[config.mk]
export PLATFORM = sky130hd
export DESIGN_NAME = axi_mem_preloader
export DESIGN_NICKNAME = d
export VERILOG_FILES = /design/src/rtl/axi_mem_preloader.sv
export SDC_FILE = /design/constraint.sdc
export NUM_CORES = 1
export LEC_CHECK = 0
export BUFFER_PORTS_ARGS = -buffer_cell sky130_fd_sc_hd__buf_2
export CAP_MARGIN = 10
export CORE_AREA = 2 2 206 208
export CTS_BUF_LIST = sky130_fd_sc_hd__clkbuf_8
export DETAILED_ROUTE_END_ITERATION = 12
export DIE_AREA = 0 0 208 210
export RECOVER_POWER = 50
export SYNTH_ARGS = -nofsm -noshare
export SYNTH_HDL_FRONTEND = slang
export SYNTH_SLANG_ARGS = --single-unit
[constraint.sdc]
create_clock -name clk_i -period 6.1 [get_ports clk_i]
set_input_delay 0.915 -clock clk_i [delete_from_list [all_inputs] [get_ports clk_i]]
set_output_delay 0.915 -clock clk_i [all_outputs]
set_load 0.01 [all_outputs]
[src/rtl/axi_mem_preloader.sv]
`timescale 1ns/1ps
// axi_mem_preloader: AXI4 write master that streams a word sequence into
// memory as INCR bursts, split at MAX_BURST_LEN beats and at 4 KiB pages,
// with a single burst outstanding at a time.
module axi_mem_preloader #(
  parameter int unsigned            AXI_ID_WIDTH      = 5,
  parameter int unsigned            AXI_ADDRESS_WIDTH = 64,
  parameter int unsigned            AXI_DATA_WIDTH    = 64,
  parameter int unsigned            AXI_USER_WIDTH    = 1,
  parameter int unsigned            MAX_BURST_LEN     = 16,
  parameter logic [AXI_ID_WIDTH-1:0] AXI_ID           = '0
) (
  input  logic                          clk_i,
  input  logic                          rst_ni,
  // job control
  input  logic                          start_i,
  input  logic [AXI_ADDRESS_WIDTH-1:0]  base_addr_i,
  input  logic [31:0]                   num_words_i,
  // word stream
  input  logic                          data_valid_i,
  input  logic [AXI_DATA_WIDTH-1:0]     data_i,
  output logic                          data_ready_o,
  // status
  output logic                          busy_o,
  output logic                          done_o,
  output logic                          error_o,
  // AXI AW
  output logic [AXI_ID_WIDTH-1:0]       axi_aw_id_o,
  output logic [AXI_ADDRESS_WIDTH-1:0]  axi_aw_addr_o,
  output logic [7:0]                    axi_aw_len_o,
  output logic [2:0]                    axi_aw_size_o,
  output logic [1:0]                    axi_aw_burst_o,
  output logic                          axi_aw_lock_o,
  output logic [3:0]                    axi_aw_cache_o,
  output logic [2:0]                    axi_aw_prot_o,
  output logic [3:0]                    axi_aw_qos_o,
  output logic [3:0]                    axi_aw_region_o,
  output logic [AXI_USER_WIDTH-1:0]     axi_aw_user_o,
  output logic                          axi_aw_valid_o,
  input  logic                          axi_aw_ready_i,
  // AXI W
  output logic [AXI_DATA_WIDTH-1:0]     axi_w_data_o,
  output logic [AXI_DATA_WIDTH/8-1:0]   axi_w_strb_o,
  output logic                          axi_w_last_o,
  output logic [AXI_USER_WIDTH-1:0]     axi_w_user_o,
  output logic                          axi_w_valid_o,
  input  logic                          axi_w_ready_i,
  // AXI B
  input  logic [AXI_ID_WIDTH-1:0]       axi_b_id_i,
  input  logic [1:0]                    axi_b_resp_i,
  input  logic [AXI_USER_WIDTH-1:0]     axi_b_user_i,
  input  logic                          axi_b_valid_i,
  output logic                          axi_b_ready_o,
  // AXI AR (unused, held idle)
  output logic [AXI_ID_WIDTH-1:0]       axi_ar_id_o,
  output logic [AXI_ADDRESS_WIDTH-1:0]  axi_ar_addr_o,
  output logic [7:0]                    axi_ar_len_o,
  output logic [2:0]                    axi_ar_size_o,
  output logic [1:0]                    axi_ar_burst_o,
  output logic                          axi_ar_lock_o,
  output logic [3:0]                    axi_ar_cache_o,
  output logic [2:0]                    axi_ar_prot_o,
  output logic [3:0]                    axi_ar_qos_o,
  output logic [3:0]                    axi_ar_region_o,
  output logic [AXI_USER_WIDTH-1:0]     axi_ar_user_o,
  output logic                          axi_ar_valid_o,
  input  logic                          axi_ar_ready_i,
  // AXI R (unused, always accepted)
  input  logic [AXI_ID_WIDTH-1:0]       axi_r_id_i,
  input  logic [AXI_DATA_WIDTH-1:0]     axi_r_data_i,
  input  logic [1:0]                    axi_r_resp_i,
  input  logic                          axi_r_last_i,
  input  logic [AXI_USER_WIDTH-1:0]     axi_r_user_i,
  input  logic                          axi_r_valid_i,
  output logic                          axi_r_ready_o
);

  localparam int unsigned NB      = AXI_DATA_WIDTH / 8;
  localparam int unsigned OFF_W   = $clog2(NB);
  localparam int unsigned AW      = AXI_ADDRESS_WIDTH;
  localparam int unsigned LEN_W   = 9;   // holds 1..256 beats
  localparam int unsigned PAGE_W  = 13;  // holds 4096
  localparam logic [1:0]  BURST_INCR = 2'b01;
  localparam logic [1:0]  RESP_OKAY  = 2'b00;

  typedef enum logic [2:0] {
    ST_IDLE,
    ST_AW,
    ST_W,
    ST_B,
    ST_DONE
  } state_e;

  state_e             state_q, state_d;
  logic [AW-1:0]      addr_q, addr_d;
  logic [31:0]        rem_q, rem_d;
  logic [7:0]         cnt_q, cnt_d;
  logic [LEN_W-1:0]   blen_q, blen_d;
  logic               error_q, error_d;
  logic               busy_q, done_q;

  logic [PAGE_W-1:0]  page_beats_c;
  logic [31:0]        beats_c;
  logic [LEN_W-1:0]   burst_beats_c;
  logic [7:0]         aw_len_c;
  logic               aw_valid_c, w_valid_c, w_last_c, b_ready_c, data_ready_c;
  logic               busy_d, done_d;

  // Beats of the next burst: bounded by remaining words, max length and page end.
  always_comb begin
    page_beats_c = PAGE_W'(PAGE_W'(4096) - {1'b0, addr_q[11:0]}) >> OFF_W;
    beats_c      = rem_q;
    if (beats_c > 32'(MAX_BURST_LEN)) begin
      beats_c = 32'(MAX_BURST_LEN);
    end
    if (beats_c > 32'(page_beats_c)) begin
      beats_c = 32'(page_beats_c);
    end
    burst_beats_c = LEN_W'(beats_c);
    aw_len_c      = 8'(burst_beats_c - LEN_W'(1));
  end

  // Next-state, datapath updates and channel handshake controls.
  always_comb begin
    state_d      = state_q;
    addr_d       = addr_q;
    rem_d        = rem_q;
    cnt_d        = cnt_q;
    blen_d       = blen_q;
    error_d      = error_q;
    aw_valid_c   = 1'b0;
    w_valid_c    = 1'b0;
    w_last_c     = 1'b0;
    b_ready_c    = 1'b0;
    data_ready_c = 1'b0;

    unique case (state_q)
      ST_IDLE: begin
        if (start_i) begin
          addr_d  = base_addr_i & ~AW'(NB - 1);
          rem_d   = num_words_i;
          error_d = 1'b0;
          state_d = (num_words_i == 32'd0) ? ST_DONE : ST_AW;
        end
      end
      ST_AW: begin
        aw_valid_c = 1'b1;
        if (axi_aw_ready_i) begin
          cnt_d   = aw_len_c;
          blen_d  = burst_beats_c;
          state_d = ST_W;
        end
      end
      ST_W: begin
        w_valid_c    = data_valid_i;
        w_last_c     = (cnt_q == 8'd0);
        data_ready_c = axi_w_ready_i;
        if (data_valid_i && axi_w_ready_i) begin
          if (cnt_q == 8'd0) begin
            state_d = ST_B;
          end else begin
            cnt_d = cnt_q - 8'd1;
          end
        end
      end
      ST_B: begin
        b_ready_c = 1'b1;
        if (axi_b_valid_i) begin
          if (axi_b_resp_i != RESP_OKAY) begin
            error_d = 1'b1;
          end
          addr_d  = addr_q + (AW'(blen_q) << OFF_W);
          rem_d   = rem_q - 32'(blen_q);
          state_d = (rem_q == 32'(blen_q)) ? ST_DONE : ST_AW;
        end
      end
      ST_DONE: begin
        state_d = ST_IDLE;
      end
      default: begin
        state_d = ST_IDLE;
      end
    endcase
  end

  // Status flags follow the state being entered so they line up with it.
  always_comb begin
    done_d = (state_d == ST_DONE);
    busy_d = (state_d == ST_AW) || (state_d == ST_W) || (state_d == ST_B);
  end

  // State and datapath registers.
  always_ff @(posedge clk_i or negedge rst_ni) begin
    if (!rst_ni) begin
      state_q <= ST_IDLE;
      addr_q  <= '0;
      rem_q   <= '0;
      cnt_q   <= '0;
      blen_q  <= '0;
      error_q <= 1'b0;
      busy_q  <= 1'b0;
      done_q  <= 1'b0;
    end else begin
      state_q <= state_d;
      addr_q  <= addr_d;
      rem_q   <= rem_d;
      cnt_q   <= cnt_d;
      blen_q  <= blen_d;
      error_q <= error_d;
      busy_q  <= busy_d;
      done_q  <= done_d;
    end
  end

  assign busy_o       = busy_q;
  assign done_o       = done_q;
  assign error_o      = error_q;
  assign data_ready_o = data_ready_c;

  // AW fields come from registers that are frozen while waiting for aw_ready.
  assign axi_aw_id_o     = AXI_ID;
  assign axi_aw_addr_o   = addr_q;
  assign axi_aw_len_o    = aw_len_c;
  assign axi_aw_size_o   = 3'(OFF_W);
  assign axi_aw_burst_o  = BURST_INCR;
  assign axi_aw_lock_o   = 1'b0;
  assign axi_aw_cache_o  = '0;
  assign axi_aw_prot_o   = '0;
  assign axi_aw_qos_o    = '0;
  assign axi_aw_region_o = '0;
  assign axi_aw_user_o   = '0;
  assign axi_aw_valid_o  = aw_valid_c;

  assign axi_w_data_o    = data_i;
  assign axi_w_strb_o    = '1;
  assign axi_w_last_o    = w_last_c;
  assign axi_w_user_o    = '0;
  assign axi_w_valid_o   = w_valid_c;

  assign axi_b_ready_o   = b_ready_c;

  assign axi_ar_id_o     = '0;
  assign axi_ar_addr_o   = '0;
  assign axi_ar_len_o    = '0;
  assign axi_ar_size_o   = '0;
  assign axi_ar_burst_o  = '0;
  assign axi_ar_lock_o   = 1'b0;
  assign axi_ar_cache_o  = '0;
  assign axi_ar_prot_o   = '0;
  assign axi_ar_qos_o    = '0;
  assign axi_ar_region_o = '0;
  assign axi_ar_user_o   = '0;
  assign axi_ar_valid_o  = 1'b0;
  assign axi_r_ready_o   = 1'b1;

  // Inputs of the idle read channel and the B sideband are intentionally ignored.
  logic unused_inputs;
  assign unused_inputs = ^{axi_b_id_i, axi_b_user_i, axi_ar_ready_i, axi_r_id_i,
                           axi_r_data_i, axi_r_resp_i, axi_r_last_i, axi_r_user_i,
                           axi_r_valid_i};

endmodule
# == After elaboration in Yosys (flattened, before gate mapping) ==
# Index checks and enable logic that the tools add are counted.
# word_totals
reg_bits,119
latch_bits,0
mem_bits_rw,0
mem_bits_ro,0
input_bits,250
output_inout_bits,281
mem_count,0
# classes
n_addsub,5
multipliers,0
div,0
n_lt_le_gt_ge,2
n_eq_ne,14
shift,0
mux,29
bitwise,0
n_reduce_logical,13
# ops
operator,n
64-bit 2-to-1 mux,2
64-bit one-hot mux with 2 select lines,1
32-bit 2-to-1 mux,3
64-bit by 12-bit adder with 64-bit output,1
32-bit one-hot mux with 2 select lines,1
32-bit by 9-bit == test with 1-bit output,1
32-bit by 10-bit > comparator with 1-bit output,1
"32-bit by 5-bit > comparator with 1-bit output, second input constant",1
32-bit logical NOT,1
32-bit by 9-bit subtractor with 32-bit output,1
8-bit 2-to-1 mux,3
3-bit 2-to-1 mux,7
8-bit one-hot mux with 2 select lines,1
"8-bit by 1-bit subtractor with 8-bit output, second input constant",2
"13-bit by 12-bit subtractor with 13-bit output, first input constant",1
"3-bit by 2-bit == test with 1-bit output, second input constant",4
"2-bit inequality test, second input constant",6
3-bit one-hot mux with 4 select lines,1
9-bit 2-to-1 mux,1
8-bit logical NOT,1
1-bit 2-to-1 mux,8
4-bit AND reduction,2
"3-bit by 1-bit == test with 1-bit output, second input constant",2
2-bit nonzero test,3
other kinds (7),8

# == Logic depth before layout (Yosys ltp) ==
# Gate-level depths: netlist (run 1).
# depth
word_depth,7
ltp_mapped,16
ltp_nobuf,15

# == Least setup slack after synthesis (run 1) ==
# Ideal clock, no wire load.
# synth_timing
kind,register to output
startpoint,reg rem_q[18]
endpoint,out axi_aw_len_o[4]
arrival_ns,4.130
required_ns,5.185
path_slack_ns,1.055
stages_incl_launch_ff,16
cell_sequence,dfrtp_1 > nor4_1 > nand4_1 > nor4_4 > and2_1 > ha_1 > nor2b_1 > o211ai_1 > a21oi_1 > o21ai_1 > clkbuf_1 > nor2_1 > a31oi_1 > ha_1 > nand3_1 > xor2_1
# synth_via
elab_chain_cells,5
# synth_rtl
element,line,rtl
"start, declared",96,"logic [31:0] rem_q, rem_d;"
"start signal, assigned",206,rem_q <= rem_d;
32-bit by 5-bit > comparator with 1-bit output,113,if (beats_c > 32'(MAX_BURST_LEN)) begin
32-bit 2-to-1 mux (*),113,
32-bit by 10-bit > comparator with 1-bit output,116,if (beats_c > 32'(page_beats_c)) begin
9-bit 2-to-1 mux (*),116,
8-bit by 1-bit subtractor with 8-bit output (*),120,aw_len_c = 8'(burst_beats_c - LEN_W'(1));
"end, declared",30,"output logic [7:0] axi_aw_len_o,"
# Every way passes the cells marked *; elsewhere a longest branch is shown, timed or not.

# == Worst setup path in the final report (run 1) ==
# layout_timing
startpoint,reg rem_q[10]
endpoint,out axi_aw_len_o[7]
# The elaborated chain is that of the path after synthesis.

==> impl_summary.log, run 1 <==
INFO  metric outcome = complete, but fails checks
INFO  metric violations = capacitance limit, slew limit
INFO  metric critical_path.max_fanout = 12
INFO  metric cp_max_stage_delay = 0.47 ns
INFO  metric worst_path_max_delay_cell = sky130_fd_sc_hd__dfrtp_1
INFO  metric place_hpwl = ~25000 um
INFO  metric synth_area = roughly 9500 um2
INFO  metric clk_pin_slew = around 0.09 ns
INFO  metric tightestPinTransition = 3.451 ns
INFO  metric grt_busiest_layer = met2
INFO  metric post-route-util = about a quarter
INFO  metric routed-via-count = a little under 9k
INFO  metric floorplan.io_pins = around 530
INFO  metric post_synth.cell_area_avg = a little over 8 um2
INFO  metric core = 41480 um2
INFO  metric global_route.usage.met2 = about a quarter
INFO  metric grt_max_degree = 73
INFO  metric starting_density = 22.96%
INFO  metric critical_path.most_common_cell = sky130_fd_sc_hd__buf_4
INFO  metric unrepaired_setup_endpoints_after_global_routing = no
INFO  metric share_of_layout_cells_above_drive_strength_1 = about 16%
INFO  metric vias_in_the_first_global_route = ~8.5k
INFO  metric global_route.usage.total = between 10% and 20%
INFO  metric number_of_clock_buffers_inserted_by_tritoncts = 17
INFO  metric die_wd = 208 um
INFO  metric detail_route.first_pass.iterations = 5
INFO  metric design_area = 10430 um2
INFO  metric layout_worst_path_cycle_share = 92.35%
INFO  metric synth_seq_area_share = approximately 30%
INFO  metric clock_latency = ~0.48 ns
INFO  metric numClockSinks = about 120
INFO  metric cellPowerDensity = between 500 and 600 nW/um2
INFO  metric grt_remaining_overflow = 0
INFO  metric grt_pass1_wl = between 50000 and 60000 um
INFO  metric clock_tree.root_cell = sky130_fd_sc_hd__clkbuf_8
INFO  metric critical_path.cell_chain = nor4_2, nand4_1, nor4_4, buf_4, and2_1, ha_1, nor2b_1, o211ai_1, a21oi_1, o21ai_1, buf_4, mux2i_1, nand2b_1, o22ai_1, buf_2
INFO  metric hold_path_class = reg2reg
INFO  metric end_kind = primary output
INFO  metric p_leak = about 4.4 nW
INFO  metric ys_dominant_reg_cell = sky130_fd_sc_hd__dfrtp_1
INFO  metric multiInputGateArea = around 5300 um2
INFO  metric syn2layout_area_growth = 9.499%
INFO  metric grt_antenna_before_repair = 3
INFO  metric critPathKind = reg2out
INFO  metric layout_commonest_cell = sky130_fd_sc_hd__conb_1
INFO  metric seqCellArea = 2903 um2
INFO  metric postSynthCellCount = roughly 1.2k
INFO  metric setup-tns-final = 0 ns
INFO  metric place.gp.congestion = around 0.9
INFO  metric worst_path_setup_slack_after_routing = about 0.47 ns
INFO  metric worst_clock_skew = between 0.015 and 0.02 ns
INFO  metric h-tree-depth = 4
INFO  metric tritoncts_clock_tree = built
INFO  metric viasPerCell = 4.889
INFO  metric critPathRequiredTime = about 5.2 ns
INFO  metric groute.layer.met1.usage = between 10% and 20%
INFO  metric timing.max_slew.rel_slack = -130.1%
INFO  metric max_cap_viol_count = 3
INFO  metric final_cell_mix = sky130_fd_sc_hd__conb_1 (145), sky130_fd_sc_hd__buf_2 (130), sky130_fd_sc_hd__dfrtp_1 (116), sky130_fd_sc_hd__nand2_1 (108), sky130_fd_sc_hd__nor2_1 (95)
INFO  metric drc = 0
INFO  metric core.rowCount = 75
INFO  metric place_worst_setup_slack = between 0.6 and 0.7 ns
INFO  metric ys_warn_count = 0
INFO  metric fmax = about 0.18 GHz
INFO  metric final-max-slew-violation-count = around 190
INFO  metric wire_per_inst = 18.27 um
INFO  metric post_synth_num_cell_types = 74
INFO  metric hold_violations = 0
INFO  metric crit_family = simple AND/OR/NAND/NOR gates
INFO  metric final.min_clock_period = ~5.6 ns
INFO  metric ir_drop = approximately 0.16 mV
INFO  metric die_area = roughly 44000 um2
INFO  metric detailed_place.area = between 10000 and 15000 um2
INFO  metric detail_route.wirelength = ~33000 um
INFO  metric async_flop_share = 100.0%
INFO  metric placement.io_buffers = 178
INFO  metric ant_nets = 0
INFO  metric nFillCells = about 4.6k
INFO  metric edff_count_synth = 0
INFO  metric clockBufferDepth = 2
INFO  metric ys_seq_elements = roughly 120
INFO  metric critPathBufInv = 3
INFO  metric fin_total_pwr = about 5.6 mW
INFO  metric drtIter0Drc = 607
INFO  metric design.final.nets = 1562
INFO  metric worstPathArrival = 4.72 ns
INFO  metric fp.dieH = ~210 um
INFO  metric report.final.setup_viol = 0
INFO  metric grtUsageMet3 = 4.112%
INFO  metric crit_path_start_kind = register
-- cells in the mapped netlist, types with 22 or more instances --
library cell                 n  area [um2]
sky130_fd_sc_hd__dfrtp_1   116        2903
sky130_fd_sc_hd__buf_4     206        1546
sky130_fd_sc_hd__nor2_1     96       360.4
sky130_fd_sc_hd__a21oi_1    88       440.4
sky130_fd_sc_hd__nor4_1     22       137.6
sky130_fd_sc_hd__o21ai_0    50       250.2
sky130_fd_sc_hd__ha_1       33       412.9
sky130_fd_sc_hd__nor3_1     32       160.2
sky130_fd_sc_hd__inv_1      32       120.1
sky130_fd_sc_hd__nand3_1    33       165.2
sky130_fd_sc_hd__clkbuf_1   38       142.6
sky130_fd_sc_hd__nand2_1   109       409.1
-- registers in the layout, indices dropped and copies added (netlist names) --
| signal | cells |
|---|---|
| axi_aw_addr_o | 61 |
| rem_q | 32 |
| blen_q | 9 |
| cnt_q | 8 |
| state_q | 3 |
| busy_o | 1 |
| done_o | 1 |
| error_o | 1 |
-- stage by stage --
step / cells / hold slack, ns
final: 1830 / 0.5185
after global routing: 1830 / 0.5505
after CTS: 1827 / 0.4991
after detailed placement: 1795 / 0.4960
after global placement: 1795 / 0.5066
after floorplan: 1321 / 0.4747
-- path summary, 6_finish.rpt --
kind / from / to / slack, ns / cells after the start
setup / recovery: rem_q[10] / axi_aw_len_o[7] / 0.47 / 15
hold / removal: error_o / error_o / 0.52 / 2
setup reg to reg: rem_q[10] / cnt_q[4] / 1.61 / 15
hold reg to reg: error_o / error_o / 0.52 / 2
max in group asynchronous: rst_ni / axi_aw_addr_o[10] / 1.59 / 2
min in group asynchronous: rst_ni / error_o / 1.52 / 1
-- area by class of cell --
type                       count  share of cell area, %
clock inverter                14                  2.028
multi-input combinational    918                  51.21
clock buffer                  18                  2.376
inverter                      32                  1.152
timing repair buffer         192                  8.914
sequential                   116                  27.83
antenna                        1                0.02400
tap                          539                  6.467
-- timing repair --
item                       CTS  global route
hold buffers                 0             0
setup buffers                0             2
setup endpoints to repair    0             7
resized for setup            0             2
-- cells by family (layout without fill, tap and decap cells) --
group / after synthesis / in the layout / synth area share [%]
adders and majority gates: 35 / 35 / 4.756
xor gates and xnor gates: 19 / 19 / 1.747
and+or+nand+nor: 398 / 398 / 20.86
AOI/OAI and AO/OA: 315 / 315 / 21.99
buffers and inverters: 287 / 256 / 19.44
other: 2 / 146 / 0.07885
DFF: 116 / 116 / 30.48
muxes: 6 / 6 / 0.6437
-- routing by layer --
metal  wire [um]  up-vias
li1            -     4131
met1       14880     4373
met2       15370      384
met3        2551       55
met4         610        4
met5          24        -
-- worst register-to-register path, stage by stage, from the launching register on --
cell	delay, ns
sky130_fd_sc_hd__dfrtp_1	0.47
sky130_fd_sc_hd__nor4_2	0.45
sky130_fd_sc_hd__nand4_1	0.39
sky130_fd_sc_hd__nor4_4	0.24
sky130_fd_sc_hd__buf_4	0.19
sky130_fd_sc_hd__and2_1	0.17
sky130_fd_sc_hd__ha_1	0.26
sky130_fd_sc_hd__nor2b_1	0.15
sky130_fd_sc_hd__o211ai_1	0.15
sky130_fd_sc_hd__a21oi_1	0.08
sky130_fd_sc_hd__o21ai_1	0.41
sky130_fd_sc_hd__buf_4	0.29
sky130_fd_sc_hd__mux2i_1	0.44
sky130_fd_sc_hd__nand3_1	0.15
sky130_fd_sc_hd__xor2_1	0.18
sky130_fd_sc_hd__a221o_1	0.36
-- report_power, final --
part / internal (mW) / switching, mW
logic: 1.13 / 1.90
clock network: 0.495 / 0.384
registers: 1.14 / 0.511
total: 2.76 / 2.79
No activity file was read; power rests on OpenSTA's default activity.
==> run 2, diff against run 1 <==
ABC_AREA = 1   (was unset)
CORE_AREA = 2 2 205 207   (was 2 2 206 208)
DIE_AREA = 0 0 207 209   (was 0 0 208 210)
==> run 2 against run 1 <==
  * The run still ends with capacitance limit, slew limit left
  * Clock power shrank 17%
  * Critical path depth shrank 6
  * Critical path type is now reg2reg
  * Non-clock buffer count shrank 7
  * Largest cell class unchanged
  * Design area grew 13%
  * First-iteration DRC count grew 20%
  * Sequential cell count is the same
==> impl_summary.log, run 2 <==
INFO  metric global_route.usage.total = about 16%
INFO  metric clock_tree.root_cell = sky130_fd_sc_hd__clkbuf_8
INFO  metric edff_count_synth = 0
INFO  metric hold_path_class = reg2reg
INFO  metric groute.layer.met1.usage = between 20% and 30%
INFO  metric numClockSinks = ~120
INFO  metric grt_remaining_overflow = 0
INFO  metric ys_warn_count = 0
INFO  metric detail_route.first_pass.iterations = 6
INFO  metric starting_density = between 20% and 30%
INFO  metric grt_pass1_wl = 55630 um
INFO  metric report.final.setup_viol = 0
INFO  metric largest_register_ffs = 61
INFO  metric max_cap_viol_count = 4
INFO  metric synth_seq_area_share = between 20% and 30%
INFO  metric hold_violations = 0
INFO  metric end_kind = register
INFO  metric synth_area_leader_cell = sky130_fd_sc_hd__dfrtp_1
INFO  metric wire_per_inst = about 16 um
INFO  metric tightestPinTransition = 2.794 ns
INFO  metric post_cts_sizing = 0
INFO  metric ys_top_cells_by_area = sky130_fd_sc_hd__dfrtp_1 (26%), sky130_fd_sc_hd__buf_4 (14%), sky130_fd_sc_hd__nand2_1 (9.9%), sky130_fd_sc_hd__inv_1 (5.8%), sky130_fd_sc_hd__nor2_1 (5.3%)
INFO  metric worstPathArrival = around 5.4 ns
INFO  metric grt_antenna_before_repair = 5
INFO  metric grtUsageMet3 = 3.261%
INFO  metric cts_hold_buffers = 0
INFO  metric ys_seq_elements = about 120
INFO  metric fp.dieH = 209 um
INFO  metric share_of_layout_cells_above_drive_strength_1 = around 16%
INFO  metric final_cell_mix = sky130_fd_sc_hd__nand2_1 (292), sky130_fd_sc_hd__inv_1 (173), sky130_fd_sc_hd__buf_2 (172), sky130_fd_sc_hd__nor2_1 (156), sky130_fd_sc_hd__conb_1 (145)
INFO  metric post_synth.cell_area_avg = a little under 7 um2
INFO  metric postSynthCellCount = roughly 1.6k
INFO  metric grt_max_degree = between 80 and 90
INFO  metric fin_total_pwr = around 6 mW
INFO  metric place_hpwl = ~28000 um
INFO  metric ys_dominant_reg_cell = sky130_fd_sc_hd__dfrtp_1
INFO  metric drtIter0Drc = between 700 and 800
INFO  metric vias_in_the_first_global_route = ~10k
INFO  metric layout_worst_path_cycle_share = ~80%
INFO  metric postCtsSetupBuffers = 0
INFO  metric die_area = 43260 um2
INFO  metric nFillCells = 4606
INFO  metric layout_commonest_cell = sky130_fd_sc_hd__nand2_1
INFO  metric outcome = complete, but fails checks
INFO  metric h-tree-depth = 4
INFO  metric unrepaired_setup_endpoints_after_global_routing = no
INFO  metric p_leak = roughly 5.6 nW
INFO  metric floorplan.io_pins = 531
INFO  metric ir_drop = a little over 0.2 mV
INFO  metric final-max-slew-violation-count = roughly 190
INFO  metric final.min_clock_period = 5.029 ns
INFO  metric synth_area = between 10000 and 15000 um2
INFO  metric tritoncts_clock_tree = built
INFO  metric drc = 0
INFO  metric number_of_clock_buffers_inserted_by_tritoncts = 17
INFO  metric placement.io_buffers = roughly 180
INFO  metric clock_latency = approximately 0.46 ns
INFO  metric violations = capacitance limit, slew limit
INFO  metric timing.max_slew.rel_slack = -86.25%
INFO  metric post_synth_num_cell_types = between 50 and 60
INFO  metric routed-via-count = approximately 11k
INFO  metric critPathKind = reg2reg
INFO  metric design.final.nets = 2002
INFO  metric most_common_cell_in_the_netlist = sky130_fd_sc_hd__nand2_1
INFO  metric syn2layout_area_growth = 7.077%
INFO  metric synth.top_cells.by_count = sky130_fd_sc_hd__nand2_1 (292), sky130_fd_sc_hd__buf_4 (209), sky130_fd_sc_hd__inv_1 (170)
INFO  metric die_wd = roughly 210 um
INFO  metric clk_pin_slew = 0.07 ns
INFO  metric critical_path.max_fanout = 86
INFO  metric fmax = about 0.20 GHz
INFO  metric crit_path_start_kind = register
INFO  metric place.gp.congestion = ~0.9
INFO  metric worst_clock_skew = between 0.015 and 0.02 ns
INFO  metric cellPowerDensity = approximately 500 nW/um2
INFO  metric ant_nets = 0
INFO  metric core.rowCount = 75
INFO  metric clockBufferDepth = 2
INFO  metric setup-tns-final = 0 ns
INFO  metric core = between 40000 and 50000 um2
INFO  metric grt_busiest_layer = met2
INFO  metric detail_route.wirelength = 36040 um
INFO  metric yosysTopAreaCellShare = about a quarter
INFO  metric viasPerCell = between 4 and 5
INFO  metric critPathRequiredTime = approximately 6.4 ns
INFO  metric async_flop_share = between 90% and 100%
INFO  metric global_route.usage.met2 = between 20% and 30%
[run 2: area by class of cell]
type                    instances  area (um2)  share of cell area (%)
multi-input cells            1203        6213                   52.51
flip-flops and latches        116        2903                   24.53
repair buffers                185       924.6                   7.814
inverters                     194       735.7                   6.218
well taps                     539       674.4                   5.699
clock buffers                  19       261.5                   2.210
clock inverters                13       117.6                  0.9940
diodes                          1       2.502                 0.02115
[run 2: stage by stage]
stage / setup slack, ns / std cells / area [um2] / hold WS, ns / util [%]
detailed placement: 1.948 / 2237 / 11470 / 0.4909 / 27.78
global placement: 1.949 / 2237 / 11470 / 0.4755 / 27.78
finish: 1.071 / 2270 / 11830 / 0.5010 / 28.66
floorplan: 2.326 / 1759 / 11590 / 0.4772 / -
CTS: 1.405 / 2269 / 11850 / 0.3702 / 28.70
global route: 0.5346 / 2270 / 11830 / 0.5301 / 28.66
[run 2: where the power goes]
group / switching (mW) / internal, mW
Sequential: 0.514 / 1.15
Clock: 0.357 / 0.376
Combinational: 2.39 / 1.22
Total: 3.27 / 2.75
[run 2: worst max-delay path, cell delays in order (launching register included)]
cell and delay, ns:
sky130_fd_sc_hd__dfrtp_1 0.44, sky130_fd_sc_hd__nor3_4 0.23, sky130_fd_sc_hd__clkbuf_1 1.99, sky130_fd_sc_hd__nand2_1 0.36, sky130_fd_sc_hd__nand2_2 0.18, sky130_fd_sc_hd__buf_4 0.45
sky130_fd_sc_hd__inv_4 0.45, sky130_fd_sc_hd__buf_4 0.38, sky130_fd_sc_hd__o21ai_0 0.20, sky130_fd_sc_hd__o21ai_1 0.14
[run 2: logic make-up after synthesis]
family	synth area share, %
AND/OR/NAND/NOR	28.93
AO/OA/AOI/OAI	14.87
buffers and inverters	22.36
flip-flops	26.27
adder cells (fa/ha/maj)	4.099
other	0.06796
XOR/XNOR	3.408
[run 2: worst paths after layout]
path / startpoint / to / slack, ns / cells after the start
hold reg to reg: error_o / error_o / 0.50 / 1
setup reg to reg: state_q[2] / axi_aw_addr_o[63] / 1.07 / 9
min in group asynchronous: rst_ni / cnt_q[5] / 0.96 / 1
setup / recovery: state_q[2] / axi_aw_addr_o[63] / 1.07 / 9
hold / removal: error_o / error_o / 0.50 / 1
max in group asynchronous: rst_ni / rem_q[5] / 1.90 / 2
[run 2: per-layer routing]
| layer | up-vias | share of wire (%) |
|---|---|---|
| li1 | 5203 | - |
| met1 | 5007 | 45 |
| met2 | 400 | 45 |
| met3 | 90 | 6.2 |
| met4 | 4 | 3.7 |
| met5 | - | 0.042 |
